File: src/rtl/cla_pkg.sv
// Shared types and constants for the serial borrow-lookahead subtractor.
package cla_pkg;

  localparam int SLICE_W = 4;

  typedef enum logic [1:0] {
    IDLE = 2'd0,
    BUSY = 2'd1,
    DONE = 2'd2
  } state_t;

  // Width of the slice index; never narrower than one bit.
  function automatic int idx_w(input int slices);
    return (slices <= 1) ? 1 : $clog2(slices);
  endfunction

endpackage

File: src/rtl/cla_sub_slice.sv
// 4-bit combinational borrow-lookahead slice: d = a - b - bin, computed as a + ~b + ~bin.
module cla_sub_slice (
  input  logic [3:0] a,
  input  logic [3:0] b,
  input  logic       bin,
  output logic [3:0] d,
  output logic       bout
);

  logic [3:0] g_s;
  logic [3:0] p_s;
  logic [4:0] c_s;

  assign g_s = a & ~b;
  assign p_s = a ^ ~b;

  // Carries expanded fully so no carry ripples through the slice.
  assign c_s[0] = ~bin;
  assign c_s[1] = g_s[0] | (p_s[0] & c_s[0]);
  assign c_s[2] = g_s[1] | (p_s[1] & g_s[0]) | (p_s[1] & p_s[0] & c_s[0]);
  assign c_s[3] = g_s[2] | (p_s[2] & g_s[1]) | (p_s[2] & p_s[1] & g_s[0])
                | (p_s[2] & p_s[1] & p_s[0] & c_s[0]);
  assign c_s[4] = g_s[3] | (p_s[3] & g_s[2]) | (p_s[3] & p_s[2] & g_s[1])
                | (p_s[3] & p_s[2] & p_s[1] & g_s[0])
                | (p_s[3] & p_s[2] & p_s[1] & p_s[0] & c_s[0]);

  assign d    = p_s ^ c_s[3:0];
  assign bout = ~c_s[4];

endmodule

File: src/rtl/cla_serial_subtractor.sv
// Multi-cycle WIDTH-bit subtractor, one 4-bit slice per cycle with valid/ready on both sides.
// Optional signed-overflow output Ovf is enabled by defining CLA_SUB_OVF_EN.
module cla_serial_subtractor
  import cla_pkg::*;
#(
  parameter int WIDTH = 16
) (
  input  logic             clk,
  input  logic             rst,
  input  logic             in_valid,
  output logic             in_ready,
  input  logic [WIDTH-1:0] A,
  input  logic [WIDTH-1:0] B,
  input  logic             Bin,
  output logic             out_valid,
  input  logic             out_ready,
  output logic [WIDTH-1:0] Diff,
  output logic             Borrow
`ifdef CLA_SUB_OVF_EN
  ,
  output logic             Ovf
`endif
);

  localparam int SLICES = WIDTH / SLICE_W;
  localparam int IW     = idx_w(SLICES);

  state_t           state_r;
  logic [IW-1:0]    idx_r;
  logic [WIDTH-1:0] a_r;
  logic [WIDTH-1:0] b_r;
  logic [WIDTH-1:0] work_r;
  logic             brw_r;
  logic             in_ready_r;
  logic             out_valid_r;
  logic [WIDTH-1:0] diff_r;
  logic             borrow_r;

  logic [SLICE_W-1:0] a_sl_s;
  logic [SLICE_W-1:0] b_sl_s;
  logic [SLICE_W-1:0] d_s;
  logic               bout_s;
  logic [WIDTH-1:0]   work_next_s;
  logic               last_s;

  // Slice selection by shifting keeps the mux free of variable part-selects.
  assign a_sl_s      = SLICE_W'(a_r >> {idx_r, 2'b00});
  assign b_sl_s      = SLICE_W'(b_r >> {idx_r, 2'b00});
  assign work_next_s = work_r | (WIDTH'(d_s) << {idx_r, 2'b00});
  assign last_s      = (idx_r == IW'(SLICES - 1));

  cla_sub_slice u_slice (
    .a    (a_sl_s),
    .b    (b_sl_s),
    .bin  (brw_r),
    .d    (d_s),
    .bout (bout_s)
  );

`ifdef CLA_SUB_OVF_EN
  logic ovf_r;
  assign Ovf = ovf_r;
`endif

  // Control FSM, working datapath and registered result outputs.
  always_ff @(posedge clk) begin
    if (rst) begin
      state_r     <= IDLE;
      idx_r       <= '0;
      a_r         <= '0;
      b_r         <= '0;
      work_r      <= '0;
      brw_r       <= 1'b0;
      in_ready_r  <= 1'b1;
      out_valid_r <= 1'b0;
      diff_r      <= '0;
      borrow_r    <= 1'b0;
`ifdef CLA_SUB_OVF_EN
      ovf_r       <= 1'b0;
`endif
    end else begin
      case (state_r)
        IDLE: begin
          if (in_valid) begin
            a_r        <= A;
            b_r        <= B;
            brw_r      <= Bin;
            idx_r      <= '0;
            work_r     <= '0;
            in_ready_r <= 1'b0;
            state_r    <= BUSY;
          end else begin
            state_r    <= IDLE;
          end
        end
        BUSY: begin
          work_r <= work_next_s;
          brw_r  <= bout_s;
          idx_r  <= idx_r + 1'b1;
          if (last_s) begin
            diff_r      <= work_next_s;
            borrow_r    <= bout_s;
`ifdef CLA_SUB_OVF_EN
            ovf_r       <= (a_r[WIDTH-1] != b_r[WIDTH-1]) && (work_next_s[WIDTH-1] != a_r[WIDTH-1]);
`endif
            out_valid_r <= 1'b1;
            state_r     <= DONE;
          end else begin
            state_r     <= BUSY;
          end
        end
        DONE: begin
          if (out_ready) begin
            out_valid_r <= 1'b0;
            in_ready_r  <= 1'b1;
            state_r     <= IDLE;
          end else begin
            state_r     <= DONE;
          end
        end
        default: begin
          out_valid_r <= 1'b0;
          in_ready_r  <= 1'b1;
          state_r     <= IDLE;
        end
      endcase
    end
  end

  assign in_ready  = in_ready_r;
  assign out_valid = out_valid_r;
  assign Diff      = diff_r;
  assign Borrow    = borrow_r;

endmodule

File: config.mk
export PLATFORM = sky130hd
export DESIGN_NAME = cla_serial_subtractor
export DESIGN_NICKNAME = d
export VERILOG_FILES = /design/src/rtl/cla_pkg.sv /design/src/rtl/cla_sub_slice.sv /design/src/rtl/cla_serial_subtractor.sv
export SDC_FILE = /design/constraint.sdc
export NUM_CORES = 1
export LEC_CHECK = 0
export ABC_AREA = 1
export CAP_MARGIN = 15
export CORE_MARGIN = 4
export CORE_UTILIZATION = 36
export CTS_BUF_LIST = sky130_fd_sc_hd__clkbuf_16
export DETAILED_ROUTE_END_ITERATION = 8
export PLACE_DENSITY_LB_ADDON = 0.25
export SYNTH_ARGS = -nofsm -noshare
export SYNTH_HDL_FRONTEND = slang
export SYNTH_SLANG_ARGS = --single-unit
export TNS_END_PERCENT = 20
File: constraint.sdc
create_clock -name clk -period 3.66 [get_ports clk]
set_input_delay 0.549 -clock clk [delete_from_list [all_inputs] [get_ports clk]]
set_output_delay 0.549 -clock clk [all_outputs]
set_load 0.005 [all_outputs]
==> results of run 1 <==
[power by group through the flow]
stage	logic [mW]	clock network, mW	registers [mW]
2_1_floorplan	0.224	0	0.859
3_3_place_gp	0.315	0	0.865
3_5_place_dp	0.320	0	0.865
4_1_cts	0.324	0.948	0.849
5_1_grt	0.374	0.985	0.853
6_report	0.324	0.931	0.849
[cells by family (layout without fill, tap and decap cells)]
group	Yosys count	after routing	share of synthesized area
flops	72	72	0.464
xor+xnor	1	1	0.00282
simple gates	168	168	0.226
buf+inv	64	118	0.0865
fa+ha+maj	7	7	0.0306
compound gates	103	103	0.191
[registers in the layout, indices dropped and copies added, names as in the netlist]
signal	count
work_r	16
out_valid	1
brw_r	1
b_r	16
Diff	16
idx_r	2
in_ready	1
state_r	2
Borrow	1
a_r	16
[worst max-delay path, delay by kind of cell, from the launching register on]
kind,cells,cell delay [ns]
xor gates and xnor gates,1,0.22
adders and majority gates,1,0.44
buffers and inverters,2,0.64
DFF,1,0.30
and+or+nand+nor,2,0.22
AOI/OAI and AO/OA,3,0.70
[routing by layer]
layer	GRT usage	vias to the layer above	share of wire
met5	0	-	0
met2	0.264	66	0.48
li1	-	1465	-
met3	0.0471	8	0.057
met1	0.204	1269	0.45
met4	0.0450	0	0.013
[cells in the final DEF, fill, tap and decap left out, drive strengths merged]
master	instances
clkinvlp	1
xnor2	1
o21bai	4
fa	1
inv	41
nor3	3
a32oi	2
a31oi	2
nand3b	1
clkinv	3
a2111oi	1
clkdlybuf4s50	55
nand4	9
or2	1
a32o	3
nand3	14
a21oi	22
buf	7
a22oi	1
a211oi	3
o211a	5
nor2	101
bufinv	2
clkbuf	9
nand2	39
dfxtp	72
o21ai	57
o22ai	3
ha	6
[cell type report]
cell class	instances	area (um2)
timing repair buffer	62	603
clock inverter	7	95.1
clock buffer	9	225
fill	808	4250
tap	105	131
inverter	40	150
sequential	72	1440
multi-input combinational	279	1400
[metrics by stage]
| stage | instance area [um2] | setup slack, ns | power [mW] |
|---|---|---|---|
| 2_1_floorplan | 3110 | 1.50 | 1.08 |
| 5_1_grt | 4050 | 0.861 | 2.21 |
| 6_report | 4050 | 1.08 | 2.10 |
| 3_5_place_dp | 3720 | 1.10 | 1.19 |
| 3_3_place_gp | 3720 | 1.19 | 1.18 |
| 4_1_cts | 4050 | 1.06 | 2.12 |
[worst paths after layout]
check	start	endpoint	slack, ns	depth (start not counted)
worst max-delay path	idx_r[0]	work_r[13]	1.08	9
worst min-delay path	work_r[12]	work_r[12]	0.46	2
worst max register to register	idx_r[0]	work_r[13]	1.08	9
worst min register to register	work_r[12]	work_r[12]	0.46	2
==> qor.txt, run 1 <==
Fin Hold WS - 0.458 ns
sw power - 550 uW
CTS Buf Count - 9
Die Wd - 101 um
crit start category - flop
Leak - 1.73 nW
ANT nets after route - 0
CTS Hold Bufs - 0
maxcap violations - 0
share of the synthesized area in the top cell type - 0.464
Clock Sink Count - 72
Total Nets Final - 508
# resized after CTS - 0
htree depth - 3
Vias - 2808
Final Instance Count excl. Fillers - 574
fin crit share - 0.704
Vias per Instance - 4.89
hpwl dp - 5170 um
initial core utilization - 0.375
Placer Congestion - 0.790
initial antenna violation count - 0
layout cells sized above 1 - 0.0640
vias in the first global route - 2830
synth-to-layout area growth - 30.1%
Yosys reg bits - 72
worst-path maximum fanout - 25
Area contributors post-synth - dfxtp_1, nor2_1, o21ai_0
syn_nets - 459
required time of the critical path - 3.93 ns
Pre-Repair DR Iteration Count - 4
Yosys cell types - 33
sequential power share - 0.403
Final Util - 0.487
Post-CTS Setup Inserts - 0
DIE HEIGHT - 101 um
Post-synth top cells - nor2_1, dfxtp_1, o21ai_0, nand2_1, inv_1
Critical Path Slowest Stage Cell - inv_1
Post-Syn Instances - 415
Max IR drop VDD - 0.000273 V
maximum buffer depth of the clock tree - 2
Clk pwr share - 0.443
switching share of power - 0.262
Port-buffer cells - 55
Int Pwr - 1.55 mW
Congestion Overflow GR - 0
CP Capture Type - flop
clock-pin transition on the worst setup and hold timing paths - 0.06 ns
Seq/Total Area, Yosys - 0.464
Row Count - 33
Clock Latency Late Sink - 0.33 ns
measured slew at the worst slew-check pin - 0.727 ns
final setup TNS - 0 ns
Hold Crit Class - reg -> reg
Arrival @ worst endpoint - 2.85 ns
Synth async-reset ratio - 0
routed wire length - 7530 um
headroom to the max-slew limit - 0.514
Synth Area per Inst - 7.49 um2
skew final - 0.00505 ns
Hold Violations, Final - 0
CTS tree - built
Post-synth EDFFs - 0
shortest period the worst path allows - 2.58 ns
Die ar. - 10200 um2
Ys Warns - 0
synthesized area - 3110 um2
Setup CP Type - reg -> reg
RSZ-0062 raised after global routing - no
most numerous cell in the Yosys netlist - nor2_1
# IOs - 56
commonest register cell after synthesis - dfxtp_1
placed cells - 558
largest net degree at the start of global routing - 40
crit-path cells - inv_1, nand2_1, a32oi_1, inv_1, fa_1, xnor2_1, nand2_1, o21bai_1, o211a_1
Comb pwr share - 0.154
Antenna diodes - 0
drt drc - 0
max-slew violations - 0
Setup-failing EPs final - 0
Avg WL per Cell - 13.1 um
status - finished, final reports clean
fmax - 388 MHz
CORE AREA - 8300 um2
Iteration-0 DRC Markers - 192
Tot GR Track Use - 0.160
clk root buf - clkbuf_16
post-synth top area cell - dfxtp_1
first-pass GRT wire length - 13100 um
Cell Pwr Density - 520 nW/um2
CP max stage delay - 0.53 ns
Note: power is estimated with default switching activity, not from simulation.
==> run 2: changes to the inputs <==
==> constraint.sdc (replaced) <==
create_clock -name clk -period 2.6 [get_ports clk]
set_input_delay 0.39 -clock clk [delete_from_list [all_inputs] [get_ports clk]]
set_output_delay 0.39 -clock clk [all_outputs]
set_load 0.005 [all_outputs]
==> run 2 against run 1 <==
Compared with the run above: design area is essentially flat; worst setup slack lost 0.82 ns; non-clock buffer count grew 7; routed wire length shrank 1.8%; first-iteration DRC count shrank 36%; sequential power grew 41%; power grew 29%; critical path depth is the same; register-to-register slack lost 0.82 ns; combinational power grew 46%; clock skew grew 0.00054 ns; critical endpoint is now work_r[1].
==> qor.txt, run 2 (synthesized netlist as in run 1, its figures left out) <==
status - finished, final reports clean
fmax - 427 MHz (+10%)
routed wire length - 7390 um (-1.8%)
htree depth - 3 (unchanged)
ANT nets after route - 0 (unchanged)
maxcap violations - 0 (unchanged)
Die Wd - 101 um (unchanged)
switching share of power - 0.267 (+0.00575)
clk root buf - clkbuf_16
maximum buffer depth of the clock tree - 2 (unchanged)
Die ar. - 10200 um2 (unchanged)
Int Pwr - 1.98 mW (+28%)
Vias per Instance - 4.95 (+1.3%)
Clock Sink Count - 72 (unchanged)
Setup CP Type - reg -> reg
CTS tree - built
max-slew violations - 0 (unchanged)
Total Nets Final - 515 (+1.4%)
fin crit share - 0.900 (+0.195)
hpwl dp - 5260 um (+1.7%)
headroom to the max-slew limit - 0.756 (+0.242)
Vias - 2873 (+2.3%)
Hold Crit Class - reg -> reg
Setup WS post-layout - 0.261 ns (-0.821 ns)
Hold Violations, Final - 0 (unchanged)
Clk pwr share - 0.381 (-0.062)
sw power - 723 uW (+31%)
Pre-Repair DR Iteration Count - 4 (unchanged)
Iteration-0 DRC Markers - 122 (-36%)
worst-path maximum fanout - 23 (-8.0%)
layout cells sized above 1 - 0.0716 (+0.00761)
Max IR drop VDD - 0.000313 V (+15%)
Cell Pwr Density - 669 nW/um2 (+29%)
measured slew at the worst slew-check pin - 0.357 ns (-0.370 ns)
Tot GR Track Use - 0.157 (-0.00300)
CORE AREA - 8300 um2 (unchanged)
initial core utilization - 0.375 (unchanged)
Fin Hold WS - 0.456 ns (-0.00227 ns)
Clock Latency Late Sink - 0.32 ns (about the same)
required time of the critical path - 2.87 ns (-1.06 ns)
Final Instance Count excl. Fillers - 580 (+1.0%)
CP startpoint - idx_r[0]
hold wc startpoint - work_r[12]
Placer Congestion - 0.903 (+14%)
register area - 1440 um2 (unchanged)
number of fill cells - 830 (+2.7%)
CP Capture Type - flop
Avg WL per Cell - 12.7 um (-2.9%)
sequential power share - 0.443 (+0.040)
Comb pwr share - 0.176 (+0.022)
largest net degree at the start of global routing - 35 (-13%)
first-pass GRT wire length - 13000 um (-0.37%)
# IOs - 56 (unchanged)
crit start category - flop
vias in the first global route - 2860 (+1.1%)
commonest non-fill, non-tap cell in the layout - nor2_1
post-place setup slack - 0.201 ns (-0.903 ns)
footprint of the multi-input gates - 1410 um2 (+0.54%)
shortest period the worst path allows - 2.34 ns (-0.239 ns)
CTS Buf Count - 9 (unchanged)
synth-to-layout area growth - 30.0% (about the same)
skew final - 0.00559 ns (+0.000536 ns)
Arrival @ worst endpoint - 2.61 ns (-0.24 ns)
Setup-failing EPs final - 0 (unchanged)
Port-buffer cells - 55 (unchanged)
drt drc - 0 (unchanged)
Reg-to-Reg Start - idx_r[0]
Row Count - 33 (unchanged)
clock-pin transition on the worst setup and hold timing paths - 0.05 ns (about the same)
Antenna diodes - 0 (unchanged)
Leak - 1.75 nW (+0.82%)
placed cells - 561 (+0.54%)
initial antenna violation count - 0 (unchanged)
most frequent cells in the layout - nor2_1, dfxtp_1, o21ai_0, clkdlybuf4s50_1, inv_1
DIE HEIGHT - 101 um (unchanged)
CTS Hold Bufs - 0 (unchanged)
Congestion Overflow GR - 0 (unchanged)
-- run 2: cell count changes in the layout (fill, tap and decap cells not counted), sizes merged --
cell / before / now
buf: 7 / 14
bufinv: 2 / 0
clkinv: 3 / 1
clkinvlp: 1 / 2
inv: 41 / 43
-- run 2: worst max-delay path, cell delays in order (launching register included) --
cell	delay (ns)
dfxtp_1	0.37
buf_4	0.28
nand2_1	0.10
a32oi_2	0.27
inv_1	0.10
fa_1	0.44
xnor2_1	0.25
nand2_1	0.11
o21bai_1	0.19
o211a_1	0.17
-- run 2: final cells by class --
type                            count  share of cell area
Sequential cell                    72               0.357
Multi-Input combinational cell    279               0.348
Timing Repair Buffer               69               0.162
Clock buffer                        9              0.0557
Inverter                           40              0.0390
Tap cell                          105              0.0325
Clock inverter                      6             0.00588
-- run 2: path summary, 6_finish.rpt --
kind	to	slack, ns	cells after the start
setup / recovery	work_r[1]	0.26	9
hold / removal	work_r[12]	0.46	2
setup reg to reg	work_r[1]	0.26	9
hold reg to reg	work_r[12]	0.46	2
-- run 2: metal layers --
| layer | routed length (um) | GRT usage | vias to the layer above | part of all wire |
|---|---|---|---|---|
| met5 | 0 | 0 | - | 0 |
| met4 | 70 | 0.0573 | 0 | 0.0095 |
| met3 | 352 | 0.0298 | 7 | 0.048 |
| met2 | 3530 | 0.256 | 56 | 0.48 |
| met1 | 3440 | 0.207 | 1333 | 0.47 |
| li1 | - | - | 1477 | - |
-- run 2: power groups by stage --
stage / clock, mW / combinational [mW] / sequential (mW)
2_1_floorplan: 0 / 0.315 / 1.21
3_3_place_gp: 0 / 0.453 / 1.22
3_5_place_dp: 0 / 0.461 / 1.22
4_1_cts: 1.05 / 0.465 / 1.20
5_1_grt: 1.10 / 0.548 / 1.20
6_report: 1.03 / 0.474 / 1.20
-- run 2: repair_timing --
action,4_1_cts,5_1_grt
endpoints found under the setup margin,0,10
setup buffers,0,4
gates resized for setup,0,3
-- run 2: stage by stage --
| step | instance area [um2] | utilization | total power, mW | setup TNS [ns] |
|---|---|---|---|---|
| final | 4040 | 0.487 | 2.70 | 0 |
| after global routing | 4040 | 0.487 | 2.86 | -0.00141 |
| after global placement | 3750 | 0.452 | 1.67 | 0 |
| after floorplan | 3110 | - | 1.52 | 0 |
| after CTS | 4000 | 0.482 | 2.72 | 0 |
| after detailed placement | 3750 | 0.452 | 1.68 | 0 |
==> run 3: changes to the inputs <==
--- a/config.mk
+++ b/config.mk
@@ -7,8 +7,10 @@
 export LEC_CHECK = 0
 export ABC_AREA = 1
 export CAP_MARGIN = 15
+export CELL_PAD_IN_SITES_DETAIL_PLACEMENT = 1
+export CELL_PAD_IN_SITES_GLOBAL_PLACEMENT = 2
 export CORE_MARGIN = 4
-export CORE_UTILIZATION = 36
+export CORE_UTILIZATION = 29
 export CTS_BUF_LIST = sky130_fd_sc_hd__clkbuf_16
 export DETAILED_ROUTE_END_ITERATION = 8
 export PLACE_DENSITY_LB_ADDON = 0.25
==> run 3 against run 2 <==
Compared with the run above: utilization decreased by 8.8 points; design area up 2.4%; non-clock buffer count shrank 2; sequential power is essentially flat; final cell count is 5.2% higher; register-to-register slack worse by 0.05 ns; maximum frequency down 2.0%; critical path type unchanged; largest cell class unchanged.
==> qor.txt, run 3 (synthesized netlist as in run 1, its figures left out) <==
Antenna diodes - 0 (unchanged)
CTS tree - built
CP startpoint - idx_r[0]
measured slew at the worst slew-check pin - 0.556 ns (+0.199 ns)
Die ar. - 12400 um2 (+22%)
FF-to-FF path depth - 9 (unchanged)
Max IR drop VDD - 0.000272 V (-13%)
shortest period the worst path allows - 2.39 ns (+0.0476 ns)
Clock Latency Late Sink - 0.33 ns (about the same)
CTS Hold Bufs - 0 (unchanged)
CTS Buf Count - 9 (unchanged)
htree depth - 3 (unchanged)
headroom to the max-slew limit - 0.629 (-0.127)
Hold Crit Class - reg -> reg
Pre-Repair DR Iteration Count - 4 (unchanged)
routed wire length - 8590 um (+16%)
crit start category - flop
Clock Sink Count - 72 (unchanged)
most used cell, CP - nand2_1
CP Capture Type - flop
ANT nets after route - 0 (unchanged)
crit-path cells - buf_6, nand2_1, a32oi_4, inv_1, fa_1, xnor2_1, nand2_1, o21bai_1, o211a_1
hpwl dp - 6040 um (+15%)
Congestion Overflow GR - 0 (unchanged)
Avg WL per Cell - 14.1 um (+10%)
Reg-to-Reg Start - idx_r[0]
first-pass GRT wire length - 14400 um (+10%)
maximum buffer depth of the clock tree - 2 (unchanged)
clock-pin transition on the worst setup and hold timing paths - 0.06 ns (about the same)
# IOs - 56 (unchanged)
CP max stage delay - 0.45 ns (about the same)
most frequent cells in the layout - nor2_1, dfxtp_1, o21ai_0, clkdlybuf4s50_1, nand2_1
Die Wd - 112 um (+11%)
CP endpoint - work_r[13]
Iteration-0 DRC Markers - 110 (-9.8%)
largest net degree at the start of global routing - 35 (unchanged)
max-slew violations - 0 (unchanged)
Hold Violations, Final - 0 (unchanged)
fin crit share - 0.918 (+0.0183)
maxcap violations - 0 (unchanged)
CP Depth - 9 (unchanged)
drt drc - 0 (unchanged)
Placer Congestion - 0.759 (-16%)
clk root buf - clkbuf_16
Vias per Instance - 4.81 (-3.0%)
delay-heaviest family, CP - compound AO/OA/AOI/OAI gates
initial core utilization - 0.300 (-0.0748)
Setup-failing EPs final - 0 (unchanged)
synth-to-layout area growth - 33.0%
commonest non-fill, non-tap cell in the layout - nor2_1
placed cells - 592 (+5.5%)
internal reg-to-reg setup slack - 0.21 ns (-0.05 ns)
Port-buffer cells - 55 (unchanged)
Setup CP Type - reg -> reg
layout cells sized above 1 - 0.0781 (+0.00648)
Tot GR Track Use - 0.142 (-0.0151)
DIE HEIGHT - 112 um (+11%)
Row Count - 37 (+12%)
CORE AREA - 10400 um2 (+25%)
fmax - 419 MHz (-2.0%)
status - finished, final reports clean
Vias - 2932 (+2.1%)
Final Instance Count excl. Fillers - 610 (+5.2%)
Leak - 1.76 nW (+0.47%)
Critical Path Slowest Stage Cell - fa_1
Cell Pwr Density - 697 nW/um2 (+4.3%)
required time of the critical path - 2.87 ns (about the same)
Tot Pwr - 2.88 mW (+6.7%)
Arrival @ worst endpoint - 2.66 ns (+0.05 ns)
capturing point of the worst reg2reg path - work_r[13]
initial antenna violation count - 0 (unchanged)
vias in the first global route - 2921 (+2.1%)
Total Nets Final - 513 (-0.39%)
CP bufs+invs - 2 (unchanged)
worst-path maximum fanout - 23 (unchanged)
number of fill cells - 1277 (+54%)
skew final - 0.00616 ns (+0.000573 ns)
## run 3: metal layers
metal,share of wire,global-route usage
met1,0.47,0.187
met5,0,0
met4,0.011,0.0373
met2,0.48,0.230
met3,0.038,0.0397
## run 3: cell type report
type	count	area, um2	area share
sequential	72	1440	0.348
multi-input combinational	279	1420	0.343
timing repair buffer	67	657	0.159
clock buffer	9	225	0.0544
tap	136	170	0.0411
inverter	40	158	0.0381
clock inverter	7	65.1	0.0157
## run 3: through the flow
| step | setup TNS [ns] | hold slack (ns) | utilization | cell area (um2) | setup WS, ns |
|---|---|---|---|---|---|
| global route | -0.0341 | 0.484 | 0.399 | 4140 | -0.0192 |
| global placement | 0 | 0.439 | 0.365 | 3790 | 0.157 |
| floorplan | 0 | 0.428 | - | 3110 | 0.442 |
| detailed placement | 0 | 0.447 | 0.365 | 3790 | 0.0673 |
| CTS | 0 | 0.459 | 0.393 | 4080 | 0.00907 |
| finish | 0 | 0.456 | 0.399 | 4140 | 0.213 |
## run 3: what timing repair did
action / 4_1_cts / 5_1_grt
endpoints found under the setup margin: 0 / 19
gates resized for setup: 0 / 5
setup buffers: 0 / 2
## run 3: worst min-delay path by stage
| stage | startpoint | end | slack [ns] | cells past startpoint |
|---|---|---|---|---|
| 2_1_floorplan | work_r[12] | work_r[12] | 0.43 | 2 |
| 3_3_place_gp | in_ready | in_ready | 0.44 | 2 |
| 3_5_place_dp | in_ready | in_ready | 0.45 | 2 |
| 4_1_cts | work_r[12] | work_r[12] | 0.46 | 2 |
| 5_1_grt | work_r[4] | work_r[4] | 0.48 | 2 |
| 6_report | work_r[12] | work_r[12] | 0.46 | 2 |
## run 3: tightest hold or removal path: cells and delay by family, from the launching register on
kind	cells	cell delay (ns)
flops	1	0.30
buf+inv	1	0.06
compound gates	1	0.06
## run 3: where the power goes
part           switching, mW  total (mW)  internal (mW)
clock                  0.458        1.19          0.735
combinational          0.292       0.494          0.202
sequential            0.0350        1.20           1.16
total                  0.784        2.88           2.10
